## src/rtl/cpu_ctrl_pkg.sv

```systemverilog
// Shared definitions for the multi-cycle RV32I control unit.
//   - OPCODE_* constants for IR[6:2]
//   - FSM state and opcode-class enums
//   - datapath mux / alu_op / result_src / trap_cause encodings
//   - ctrl_out_t: the Moore output bundle, plus helper functions that
//     classify an opcode and decode outputs from (state, class)
package cpu_ctrl_pkg;

  localparam logic [4:0] OPCODE_LOAD    = 5'b00000;
  localparam logic [4:0] OPCODE_STORE   = 5'b01000;
  localparam logic [4:0] OPCODE_OP_IMM  = 5'b00100;
  localparam logic [4:0] OPCODE_OP      = 5'b01100;
  localparam logic [4:0] OPCODE_BRANCH  = 5'b11000;
  localparam logic [4:0] OPCODE_JAL     = 5'b11011;
  localparam logic [4:0] OPCODE_JALR    = 5'b11001;
  localparam logic [4:0] OPCODE_LUI     = 5'b01101;
  localparam logic [4:0] OPCODE_AUIPC   = 5'b00101;
  localparam logic [4:0] OPCODE_SYSTEM  = 5'b11100;
  localparam logic [4:0] OPCODE_CUSTOM0 = 5'b00010;

  typedef enum logic [2:0] {
    S_FETCH  = 3'd0,
    S_DECODE = 3'd1,
    S_EXEC   = 3'd2,
    S_MEM    = 3'd3,
    S_WB     = 3'd4,
    S_CUSTOM = 3'd5,
    S_TRAP   = 3'd6
  } state_e;

  typedef enum logic [3:0] {
    CLS_LOAD, CLS_STORE, CLS_ARITH_I, CLS_ARITH_R, CLS_BRANCH, CLS_JAL,
    CLS_JALR, CLS_LUI, CLS_AUIPC, CLS_CUSTOM, CLS_SYSTEM, CLS_ILLEGAL
  } op_class_e;

  localparam logic [1:0] ALU_ADD = 2'b00;
  localparam logic [1:0] ALU_BR  = 2'b01;
  localparam logic [1:0] ALU_R   = 2'b10;
  localparam logic [1:0] ALU_I   = 2'b11;

  localparam logic [1:0] SRCA_PC    = 2'd0;
  localparam logic [1:0] SRCA_OLDPC = 2'd1;
  localparam logic [1:0] SRCA_RS1   = 2'd2;

  localparam logic [1:0] SRCB_RS2  = 2'd0;
  localparam logic [1:0] SRCB_IMM  = 2'd1;
  localparam logic [1:0] SRCB_FOUR = 2'd2;

  localparam logic [1:0] RES_ALU  = 2'd0;
  localparam logic [1:0] RES_MDR  = 2'd1;
  localparam logic [1:0] RES_LINK = 2'd2;
  localparam logic [1:0] RES_IMM  = 2'd3;

  localparam logic [1:0] CAUSE_NONE    = 2'd0;
  localparam logic [1:0] CAUSE_ILLEGAL = 2'd1;
  localparam logic [1:0] CAUSE_SYSTEM  = 2'd2;
  localparam logic [1:0] CAUSE_TIMEOUT = 2'd3;

  // ir_write and the fetch-time pc_write depend on mem_ready, so they are
  // not part of this registered bundle.
  typedef struct packed {
    logic       pc_write;
    logic       pc_write_cond;
    logic       addr_src;
    logic       mem_req;
    logic       mem_write;
    logic       reg_write;
    logic [1:0] alu_src_a;
    logic [1:0] alu_src_b;
    logic [1:0] alu_op;
    logic [1:0] result_src;
    logic       trap;
  } ctrl_out_t;

  function automatic op_class_e op_classify(logic [4:0] op, logic custom_en);
    op_class_e c;
    case (op)
      OPCODE_LOAD:    c = CLS_LOAD;
      OPCODE_STORE:   c = CLS_STORE;
      OPCODE_OP_IMM:  c = CLS_ARITH_I;
      OPCODE_OP:      c = CLS_ARITH_R;
      OPCODE_BRANCH:  c = CLS_BRANCH;
      OPCODE_JAL:     c = CLS_JAL;
      OPCODE_JALR:    c = CLS_JALR;
      OPCODE_LUI:     c = CLS_LUI;
      OPCODE_AUIPC:   c = CLS_AUIPC;
      OPCODE_SYSTEM:  c = CLS_SYSTEM;
      OPCODE_CUSTOM0: c = custom_en ? CLS_CUSTOM : CLS_ILLEGAL;
      default:        c = CLS_ILLEGAL;
    endcase
    return c;
  endfunction

  function automatic ctrl_out_t ctrl_decode(state_e s, op_class_e c);
    ctrl_out_t o;
    o = '0;
    case (s)
      S_FETCH: begin
        o.mem_req   = 1'b1;
        o.alu_src_b = SRCB_FOUR;
      end
      // Precompute PC+imm (branch/JAL target) while the class is decided.
      S_DECODE: begin
        o.alu_src_a = SRCA_OLDPC;
        o.alu_src_b = SRCB_IMM;
      end
      S_EXEC: begin
        case (c)
          CLS_LOAD, CLS_STORE: begin
            o.alu_src_a = SRCA_RS1;
            o.alu_src_b = SRCB_IMM;
          end
          CLS_ARITH_R: begin
            o.alu_src_a = SRCA_RS1;
            o.alu_op    = ALU_R;
          end
          CLS_ARITH_I: begin
            o.alu_src_a = SRCA_RS1;
            o.alu_src_b = SRCB_IMM;
            o.alu_op    = ALU_I;
          end
          CLS_BRANCH: begin
            o.alu_src_a     = SRCA_RS1;
            o.alu_op        = ALU_BR;
            o.pc_write_cond = 1'b1;
          end
          // Target already sits in the ALU output register from DECODE.
          CLS_JAL: o.pc_write = 1'b1;
          CLS_JALR: begin
            o.alu_src_a = SRCA_RS1;
            o.alu_src_b = SRCB_IMM;
            o.pc_write  = 1'b1;
          end
          CLS_AUIPC: begin
            o.alu_src_a = SRCA_OLDPC;
            o.alu_src_b = SRCB_IMM;
          end
          default: ;
        endcase
      end
      S_MEM: begin
        o.mem_req   = 1'b1;
        o.addr_src  = 1'b1;
        o.mem_write = (c == CLS_STORE);
      end
      S_WB: begin
        o.reg_write = 1'b1;
        case (c)
          CLS_LOAD:          o.result_src = RES_MDR;
          CLS_JAL, CLS_JALR: o.result_src = RES_LINK;
          CLS_LUI:           o.result_src = RES_IMM;
          default:           o.result_src = RES_ALU;
        endcase
      end
      S_CUSTOM: o.alu_src_a = SRCA_RS1;
      S_TRAP:   o.trap      = 1'b1;
      default: ;
    endcase
    return o;
  endfunction

endpackage

```

## src/rtl/ctrl_timeout_counter.sv

```systemverilog
// Saturating up-counter with synchronous clear.
//   clk, rst_n : clock, synchronous active-low reset
//   clr        : zero the count (wins over en)
//   en         : increment, holding at all-ones
//   cnt        : current count
module ctrl_timeout_counter #(
  parameter int W = 4
) (
  input  logic         clk,
  input  logic         rst_n,
  input  logic         clr,
  input  logic         en,
  output logic [W-1:0] cnt
);

  logic [W-1:0] cnt_q, cnt_d;

  always_comb begin
    cnt_d = cnt_q;
    if (clr)                    cnt_d = '0;
    else if (en && cnt_q != '1) cnt_d = cnt_q + 1'b1;
  end

  always_ff @(posedge clk) begin
    if (!rst_n) cnt_q <= '0;
    else        cnt_q <= cnt_d;
  end

  assign cnt = cnt_q;

endmodule

```

## src/rtl/multicycle_control_unit.sv

```systemverilog
// Multi-cycle RV32I control FSM: FETCH/DECODE/EXEC/MEM/WB plus a
// fixed-latency CUSTOM slot and a sticky TRAP state.
//   clk, rst_n  : clock, synchronous active-low reset
//   op          : IR[6:2]
//   mem_ready   : memory handshake, looked at only in FETCH and MEM
//   pc_write, pc_write_cond, ir_write : PC / IR update strobes
//   addr_src, mem_req, mem_write      : memory port control
//   reg_write, alu_src_a/b, alu_op, result_src : datapath muxes
//   trap, trap_cause, state_o         : trap status and debug state
module multicycle_control_unit
  import cpu_ctrl_pkg::*;
#(
  parameter int OP_W        = 5,
  parameter int ALU_OP_W    = 2,
  parameter int CUSTOM_EN   = 1,
  parameter int CUSTOM_LAT  = 3,
  parameter int MEM_TIMEOUT = 0
) (
  input  logic                clk,
  input  logic                rst_n,
  input  logic [OP_W-1:0]     op,
  input  logic                mem_ready,
  output logic                pc_write,
  output logic                pc_write_cond,
  output logic                ir_write,
  output logic                addr_src,
  output logic                mem_req,
  output logic                mem_write,
  output logic                reg_write,
  output logic [1:0]          alu_src_a,
  output logic [1:0]          alu_src_b,
  output logic [ALU_OP_W-1:0] alu_op,
  output logic [1:0]          result_src,
  output logic                trap,
  output logic [1:0]          trap_cause,
  output logic [2:0]          state_o
);

  localparam int TMO_W = 16;
  // With MEM_TIMEOUT = 0 this wraps to all-ones but is never used.
  localparam logic [TMO_W-1:0] TMO_LAST = TMO_W'(MEM_TIMEOUT - 1);
  localparam logic [3:0]       CUS_LAST = 4'(CUSTOM_LAT - 1);

  state_e     state_q, state_d;
  op_class_e  cls_q, cls_d;
  logic [1:0] cause_q, cause_d;
  ctrl_out_t  outs_q, outs_d;

  logic [TMO_W-1:0] tmo_cnt;
  logic [3:0]       cus_cnt;
  logic             mem_wait, tmo_hit, in_fetch, in_custom;

  assign in_fetch  = (state_q == S_FETCH);
  assign in_custom = (state_q == S_CUSTOM);
  assign mem_wait  = (in_fetch || state_q == S_MEM) && !mem_ready;
  // Fires in the Nth consecutive not-ready cycle; a ready in that same
  // cycle is a handshake instead because mem_wait is then low.
  assign tmo_hit   = (MEM_TIMEOUT != 0) && mem_wait && (tmo_cnt == TMO_LAST);

  // Any ready cycle leaves FETCH/MEM, so clearing on !mem_wait also
  // covers "cleared when the state is left".
  ctrl_timeout_counter #(.W(TMO_W)) u_tmo_cnt (
    .clk   (clk),
    .rst_n (rst_n),
    .clr   (!mem_wait),
    .en    (mem_wait),
    .cnt   (tmo_cnt)
  );

  ctrl_timeout_counter #(.W(4)) u_cus_cnt (
    .clk   (clk),
    .rst_n (rst_n),
    .clr   (!in_custom),
    .en    (in_custom),
    .cnt   (cus_cnt)
  );

  always_comb begin
    state_d = state_q;
    cls_d   = cls_q;
    cause_d = cause_q;
    case (state_q)
      S_FETCH: begin
        if (mem_ready) state_d = S_DECODE;
        else if (tmo_hit) begin
          state_d = S_TRAP;
          cause_d = CAUSE_TIMEOUT;
        end
      end
      S_DECODE: begin
        cls_d = op_classify(5'(op), CUSTOM_EN != 0);
        case (cls_d)
          CLS_CUSTOM: state_d = S_CUSTOM;
          CLS_SYSTEM: begin
            state_d = S_TRAP;
            cause_d = CAUSE_SYSTEM;
          end
          CLS_ILLEGAL: begin
            state_d = S_TRAP;
            cause_d = CAUSE_ILLEGAL;
          end
          default: state_d = S_EXEC;
        endcase
      end
      S_EXEC: begin
        case (cls_q)
          CLS_LOAD, CLS_STORE: state_d = S_MEM;
          CLS_BRANCH:          state_d = S_FETCH;
          default:             state_d = S_WB;
        endcase
      end
      S_MEM: begin
        if (mem_ready) state_d = (cls_q == CLS_STORE) ? S_FETCH : S_WB;
        else if (tmo_hit) begin
          state_d = S_TRAP;
          cause_d = CAUSE_TIMEOUT;
        end
      end
      S_WB:     state_d = S_FETCH;
      S_CUSTOM: if (cus_cnt == CUS_LAST) state_d = S_WB;
      S_TRAP:   state_d = S_TRAP;
      default:  state_d = S_FETCH;
    endcase
    // Outputs are registered from the next state so they line up with state_q.
    outs_d = ctrl_decode(state_d, cls_d);
  end

  always_ff @(posedge clk) begin
    if (!rst_n) begin
      state_q <= S_FETCH;
      cls_q   <= CLS_ILLEGAL;
      cause_q <= CAUSE_NONE;
      outs_q  <= ctrl_decode(S_FETCH, CLS_ILLEGAL);
    end else begin
      state_q <= state_d;
      cls_q   <= cls_d;
      cause_q <= cause_d;
      outs_q  <= outs_d;
    end
  end

  // Fetch handshake strobes are the only terms that follow mem_ready.
  assign ir_write      = in_fetch && mem_ready;
  assign pc_write      = outs_q.pc_write || (in_fetch && mem_ready);
  assign pc_write_cond = outs_q.pc_write_cond;
  assign addr_src      = outs_q.addr_src;
  assign mem_req       = outs_q.mem_req;
  assign mem_write     = outs_q.mem_write;
  assign reg_write     = outs_q.reg_write;
  assign alu_src_a     = outs_q.alu_src_a;
  assign alu_src_b     = outs_q.alu_src_b;
  assign alu_op        = ALU_OP_W'(outs_q.alu_op);
  assign result_src    = outs_q.result_src;
  assign trap          = outs_q.trap;
  assign trap_cause    = cause_q;
  assign state_o       = state_q;

endmodule

```

## config.mk

```make
export PLATFORM = sky130hd
export DESIGN_NAME = multicycle_control_unit
export DESIGN_NICKNAME = d
export VERILOG_FILES = /design/src/rtl/cpu_ctrl_pkg.sv /design/src/rtl/ctrl_timeout_counter.sv /design/src/rtl/multicycle_control_unit.sv
export SDC_FILE = /design/constraint.sdc
export NUM_CORES = 1
export LEC_CHECK = 0
export CORE_MARGIN = 5
export CORE_UTILIZATION = 25
export DETAILED_ROUTE_END_ITERATION = 8
export GPL_TIMING_DRIVEN = 0
export PLACE_DENSITY = 0.48
export SETUP_SLACK_MARGIN = 0.3
export SLEW_MARGIN = 20
export SYNTH_ARGS = -nofsm -noshare
export SYNTH_HDL_FRONTEND = slang
export SYNTH_SLANG_ARGS = --single-unit
```

## constraint.sdc

```tcl
create_clock -name clk -period 2.4 [get_ports clk]
set_input_delay 0.36 -clock clk [delete_from_list [all_inputs] [get_ports clk]]
set_output_delay 0.36 -clock clk [all_outputs]
set_load 0.02 [all_outputs]
```

### Yosys cells after proc, flatten, opt, wreduce, memory -nomap -nowiden

Memories as Yosys holds them, arrays and structs flattened.
Cells that the tools add are included.

| storage, ports and cells | value |
|---|---|
| register bits after elaboration | 28 |
| memory bits (read-only) | 128 |
| input port bits | 8 |
| output and inout port bits | 21 |
| logic and storage cells | 84 |
| memories kept | 1 |

| operators by class | value |
|---|---|
| add/sub/neg operators | 1 |
| equality and inequality tests | 26 |
| muxes and demuxes | 22 |
| reductions and logical operators | 19 |

Memory list:

| name | words | bits a word | rd ports | clocked after memory_dff | wr ports | line | source |
|---|---|---|---|---|---|---|---|
| (no name shown) | 32 | 4 | 1 | 0 | 0 | cpu_ctrl_pkg.sv:77 | `case (op)` |

Operators by type and width:

| operator | count |
|---|---|
| 2-bit one-hot mux with 3 select lines | 4 |
| 4-bit by 3-bit equality test with 1-bit output, second input constant | 5 |
| 3-bit one-hot mux with 6 select lines | 1 |
| 4-bit equality test, second input constant | 4 |
| 3-bit equality test, second input constant | 5 |
| 3-bit by 2-bit equality test with 1-bit output, second input constant | 4 |
| 4-bit by 2-bit equality test with 1-bit output, second input constant | 3 |
| 3-bit 2-to-1 mux | 4 |
| 3-bit one-hot mux with 2 select lines | 2 |
| 2-bit AND reduction | 5 |
| 4-bit by 1-bit equality test with 1-bit output, second input constant | 2 |
| 4-bit logical NOT | 2 |
| 4-bit 2-to-1 mux | 2 |
| 2-bit one-hot mux with 2 select lines | 2 |
| 2-bit OR reduction | 4 |
| 1-bit 2-to-1 mux | 7 |
| 3-bit by 1-bit equality test with 1-bit output, second input constant | 2 |
| 3-bit logical NOT | 2 |
| 6-bit OR reduction | 1 |
| 5-bit OR reduction | 1 |
| 4-bit by 1-bit adder with 4-bit output, second input constant | 1 |
| 4-bit != test, second input constant | 1 |
| 1-bit logical AND | 2 |
| 2-bit nonzero test | 1 |
| 1-bit logical OR | 1 |

### Longest topological paths before layout

| depth | value |
|---|---|
| depth in word-level cells | 9 |
| gate-level depth with buffers | 9 |
| mapped depth without buffers | 8 |

### Hierarchy

From an unflattened synthesis, not the netlist that was laid out.

| second synthesis, totals | value |
|---|---|
| cell total of the unflattened synthesis | 186 |
| area total of the unflattened synthesis | 1,630.3 um^2 |

Modules (own cells, without submodules):

| module | instances | cells each | area each (um^2) | seq. area each (um^2) |
|---|---|---|---|---|
| multicycle_control_unit | 1 | 165 | 1,438.9 | 480.5 |
| ctrl_timeout_counter | 1 | 21 | 191.4 | 80.1 |

### Least setup slack after synthesis

Ideal clock, no wire load.

| path | value |
|---|---|
| path type | reg-to-output |
| start | register state_q[0], in the netlist state_o[0] |
| end | output pc_write |
| data arrival time | 1,758 ps |
| data required time | 2,040 ps |
| setup slack | 282 ps |
| cell stages (with the launch flop) | 4 |
| cells stage by stage | dfxtp_1 -> clkbuf_1 -> nor4b_1 -> or2_2 |

| on the way | value |
|---|---|
| cells in the longest elaborated chain, start to end | 3 |

Ends and longest elaborated chain:

| item | line | source |
|---|---|---|
| start, declared | multicycle_control_unit.sv:44 | `state_e state_q, state_d;` |
| start signal, assigned | multicycle_control_unit.sv:135 | `state_q <= state_d;` |
| 3-bit logical NOT | multicycle_control_unit.sv:53 | `assign in_fetch = (state_q == S_FETCH);` |
| 1-bit logical AND | -- |  |
| via ir_write | multicycle_control_unit.sv:25 | `output logic ir_write,` |
| 1-bit logical OR | multicycle_control_unit.sv:144 | `assign pc_write = outs_q.pc_write \|\| (in_fetch && mem_ready);` |
| end, declared | multicycle_control_unit.sv:23 | `output logic pc_write,` |

The timed path passes the listed nets, and every way through them passes these cells.

### Worst setup path in the final report

| path | value |
|---|---|
| start | input op[4] |
| end | register outs_q (netlist bit alu_src_a[1]) |

| on the way | value |
|---|---|
| cells in the longest elaborated chain, start to end | 8 |
| elaborated cells between the ends (all ways) | 22 |

Ends and longest elaborated chain:

| item | line | source |
|---|---|---|
| start, declared | multicycle_control_unit.sv:21 | `input logic [OP_W-1:0] op,` |
| memory read 32 x 4 bit (*) | -- |  |
| 4-bit 2-to-1 mux (*) | multicycle_control_unit.sv:82 | `case (state_q)` |
| 4-bit equality test | multicycle_control_unit.sv:92 | `case (cls_d)` |
| 2-bit OR reduction (no source line) | -- |  |
| 3-bit one-hot mux with 2 select lines | multicycle_control_unit.sv:92 |  |
| 3-bit one-hot mux with 6 select lines | multicycle_control_unit.sv:82 |  |
| 3-bit equality test, or another cell as far along | cpu_ctrl_pkg.sv:97 | `case (s)` |
| 2-bit one-hot mux with 3 select lines (*) | cpu_ctrl_pkg.sv:97 |  |
| end signal, assigned | multicycle_control_unit.sv:133 | `outs_q <= ctrl_decode(S_FETCH, CLS_ILLEGAL);` |
| end signal, assigned | multicycle_control_unit.sv:138 | `outs_q <= outs_d;` |
| end, declared | multicycle_control_unit.sv:47 | `ctrl_out_t outs_q, outs_d;` |

Every way passes the cells marked *; elsewhere a longest branch is shown, timed or not. The select of a mux whose other input is x is not followed.
A chain may end at the register's enable or synchronous reset.

==> results.toml <==
[run_status]
status = "finished clean"

[pwr]
p_sw_w = 0.000436
vdd_ir_drop_max_v = 0.000330
finalPower_w = 0.00139
p_sw_frac = 0.313
power_density_nw_per_um2 = 558
internal-power_w = 0.000959
p_comb_frac = 0.358
pwr-share-clk = 0.269
seqPwrFrac = 0.372
power_leakage_nw = 0.989

[cts]
h-tree-depth = 1
cts_root_buf = "clkbuf_8"
clk_latency_ps = 280
clk_pin_slew_ps = 100
cts-buffers-inserted = 3
ctsHoldBuffers = 0
cts_buffer_depth = 2
cts_tree = "yes"
cts_sinks = 28

[worst_hold_path]
hold_depth = 2
hp-start = "trap_cause[0]"
hold_class = "reg -> reg"
min_to = "trap_cause[0]"

[detailed_routing]
ant_nets = 0
vias = 1481
first_pass_iters = 4
viasPerCell = 4.43
post-route-drc-count = 0
drt_iter0_markers = 89
wirelength_mm = 4.11
wl_per_cell_um = 12.3

[sta]
min_period_ps = 2020
postLayoutSetupSlackWorst_ps = 380
setup_viol = 0
fin_crit_sh = 0.842
grt_setup_unrepaired = "no"
drv_slew = 0
hold_slack_ps = 480
tightest_slew_ps = 627
max_slew_margin = 0.580
hold_viol = 0
fmax_ghz = 0.495
fin_skew_ps = 2.71

[grt]
grt_pass1_vias = 1396
overflow = 0
antenna_found_initial = 0
track_usage = 0.0957
grt_max_degree = 17
grt_pass1_wl_mm = 6.80

[synthesis]
yosysMostFrequentCell = "dfxtp_1"
synth-seq-cells = 28
synthTopCellsByArea = "dfxtp_1 32%, buf_4 4.2%, ha_1 4.2%"
ys_seq_area_frac = 0.317
ys.flop_type = "dfxtp_1"
yosys.area.top_type = "dfxtp_1"
syn_inst = 186
synth_edf_count = 0
synth_nets = 200
ys_types = 68
synth_common_cells = "28 x dfxtp_1, 19 x nand2_1, 12 x nor2_1"
synth_area_um2 = 1770
async_reset_ff_frac = 0
yosysTopAreaCellShare = 0.317
yosys_warnings = 0
avgSynthCellArea_um2 = 9.50

[placement]
dp_slack_ps = -534
io_buffers = 28
dp_hpwl_mm = 2.92
gp_congestion = 0.739

[setup_path]
ff2ff_path_depth = 7
crit_type = "in -> reg"
cp_data_arrival_time_ps = 2190
crit_required_ps = 2570
r2r_start = "state_o[2]"
crit_path_max_fanout = 10
cpMaxStageDelayCell = "dlygate4sd2_1"
cp-start-kind = "input port"
worst_r2r_endpoint = "alu_src_a[0]"
endpoint_kind = "flip-flop"
path_cells = "dlygate4sd2_1 > buf_6 > a2111oi_4 > buf_4 > nor2_4 > o31a_1 > o211ai_4 > buf_4 > o22ai_1"
regToRegSetupSlack_ps = 410
slowest_delay_ps = 310
cpMostUsedCell = "buf_4"

[floorplanning]
io_pins = 29
start_util = 0.259
core_um2 = 6830
fp.dieArea_um2 = 8850
die_x_um = 94.1
row_count = 30
die_h_um = 94.1

[run]
cap_violations = 0

[final_layout]
multi_input_area_um2 = 1160
nFillCells = 721
layout.nets = 253
areaGrowthSynthToFinish_pct = 41.5
n_antenna_cell = 0
seqCellArea_um2 = 561
fin_util = 0.366
drive_above_1_share = 0.336
-- layout by cell type, fill, tap and decap left out, types with 3 or more instances in the layout --
cell and instances:
and2_1 3, buf_2 4, buf_4 27, buf_6 7, clkbuf_8 3, clkdlybuf4s50_1 20
dfxtp_1 28, dlygate4sd2_1 4, ha_1 5, inv_1 5, nand2_1 19, nand2b_1 4
nand3_1 5, nor2_1 12, nor2b_1 7, nor3_1 6, nor3b_1 4
-- stage by stage --
step                instance area (um^2)  setup TNS, ps  cells
floorplan                           1770              0    186
global placement                    2170          -8360    310
detailed placement                  2170          -7440    310
CTS                                 2400              0    327
global route                        2500              0    334
finish                              2500              0    334
-- cell type report --
type                            count  area share
Tap cell                           96      0.0480
Clock buffer                        3      0.0165
Buffer                             17      0.0576
Inverter                            7      0.0105
Multi-Input combinational cell    134       0.463
Timing Repair Buffer               48       0.168
Clock inverter                      1      0.0120
Sequential cell                    28       0.224
-- logic make-up after synthesis --
kind of cell | synth area share
multiplexers | 0.0248
XOR/XNOR | 0.00992
flip-flops | 0.317
buffers and inverters | 0.0899
AO/OA/AOI/OAI | 0.242
adder cells (fa/ha/maj) | 0.0425
AND/OR/NAND/NOR | 0.273
-- worst max-delay path, delay by kind of cell --
| kind | cells | cell delay [ps] |
|---|---|---|
| AO/OA/AOI/OAI | 4 | 940 |
| buffers and inverters | 4 | 840 |
| AND/OR/NAND/NOR | 1 | 50 |
-- layer usage --
| metal | global-route usage | vias up | part of all wire |
|---|---|---|---|
| met4 | 0.0229 | 0 | 0.010 |
| met3 | 0.0264 | 4 | 0.048 |
| met2 | 0.151 | 30 | 0.44 |
| met5 | 0 | - | 0 |
| met1 | 0.129 | 681 | 0.50 |
| li1 | - | 766 | - |
-- power by group through the flow --
| stage | clock network (W) | registers, W | logic (W) |
|---|---|---|---|
| after floorplan | 0 | 0.000545 | 0.000286 |
| after global placement | 0 | 0.000530 | 0.000443 |
| after detailed placement | 0 | 0.000529 | 0.000442 |
| after CTS | 0.000390 | 0.000519 | 0.000480 |
| after global routing | 0.000403 | 0.000525 | 0.000543 |
| final | 0.000376 | 0.000519 | 0.000500 |
-- flip-flops by register name (all words and copies together), names as in the netlist, 2 cells and up --
name and count:
alu_op 2, alu_src_a 2, alu_src_b 2, cls_q 4
result_src 2, state_o 3, trap_cause 2, u_cus_cnt.cnt 4
-- worst max path at each step --
stage / from / endpoint / slack, ps
2_1_floorplan: op[0] / result_src[0] / 320
3_3_place_gp: op[0] / result_src[0] / -560
3_5_place_dp: op[0] / result_src[0] / -530
4_1_cts: op[0] / result_src[0] / 150
5_1_grt: op[4] / alu_src_a[0] / 310
6_report: op[4] / alu_src_a[1] / 380
-- timing repair --
item / 4_1_cts / 5_1_grt
hold endpoints to repair: 0 / 0
gates cloned: 1 / 0
resized for setup: 24 / 20
pin swaps: 9 / 11
endpoints found under the setup margin: 24 / 14
setup buffers: 12 / 7
No activity file was read; power rests on OpenSTA's default activity.
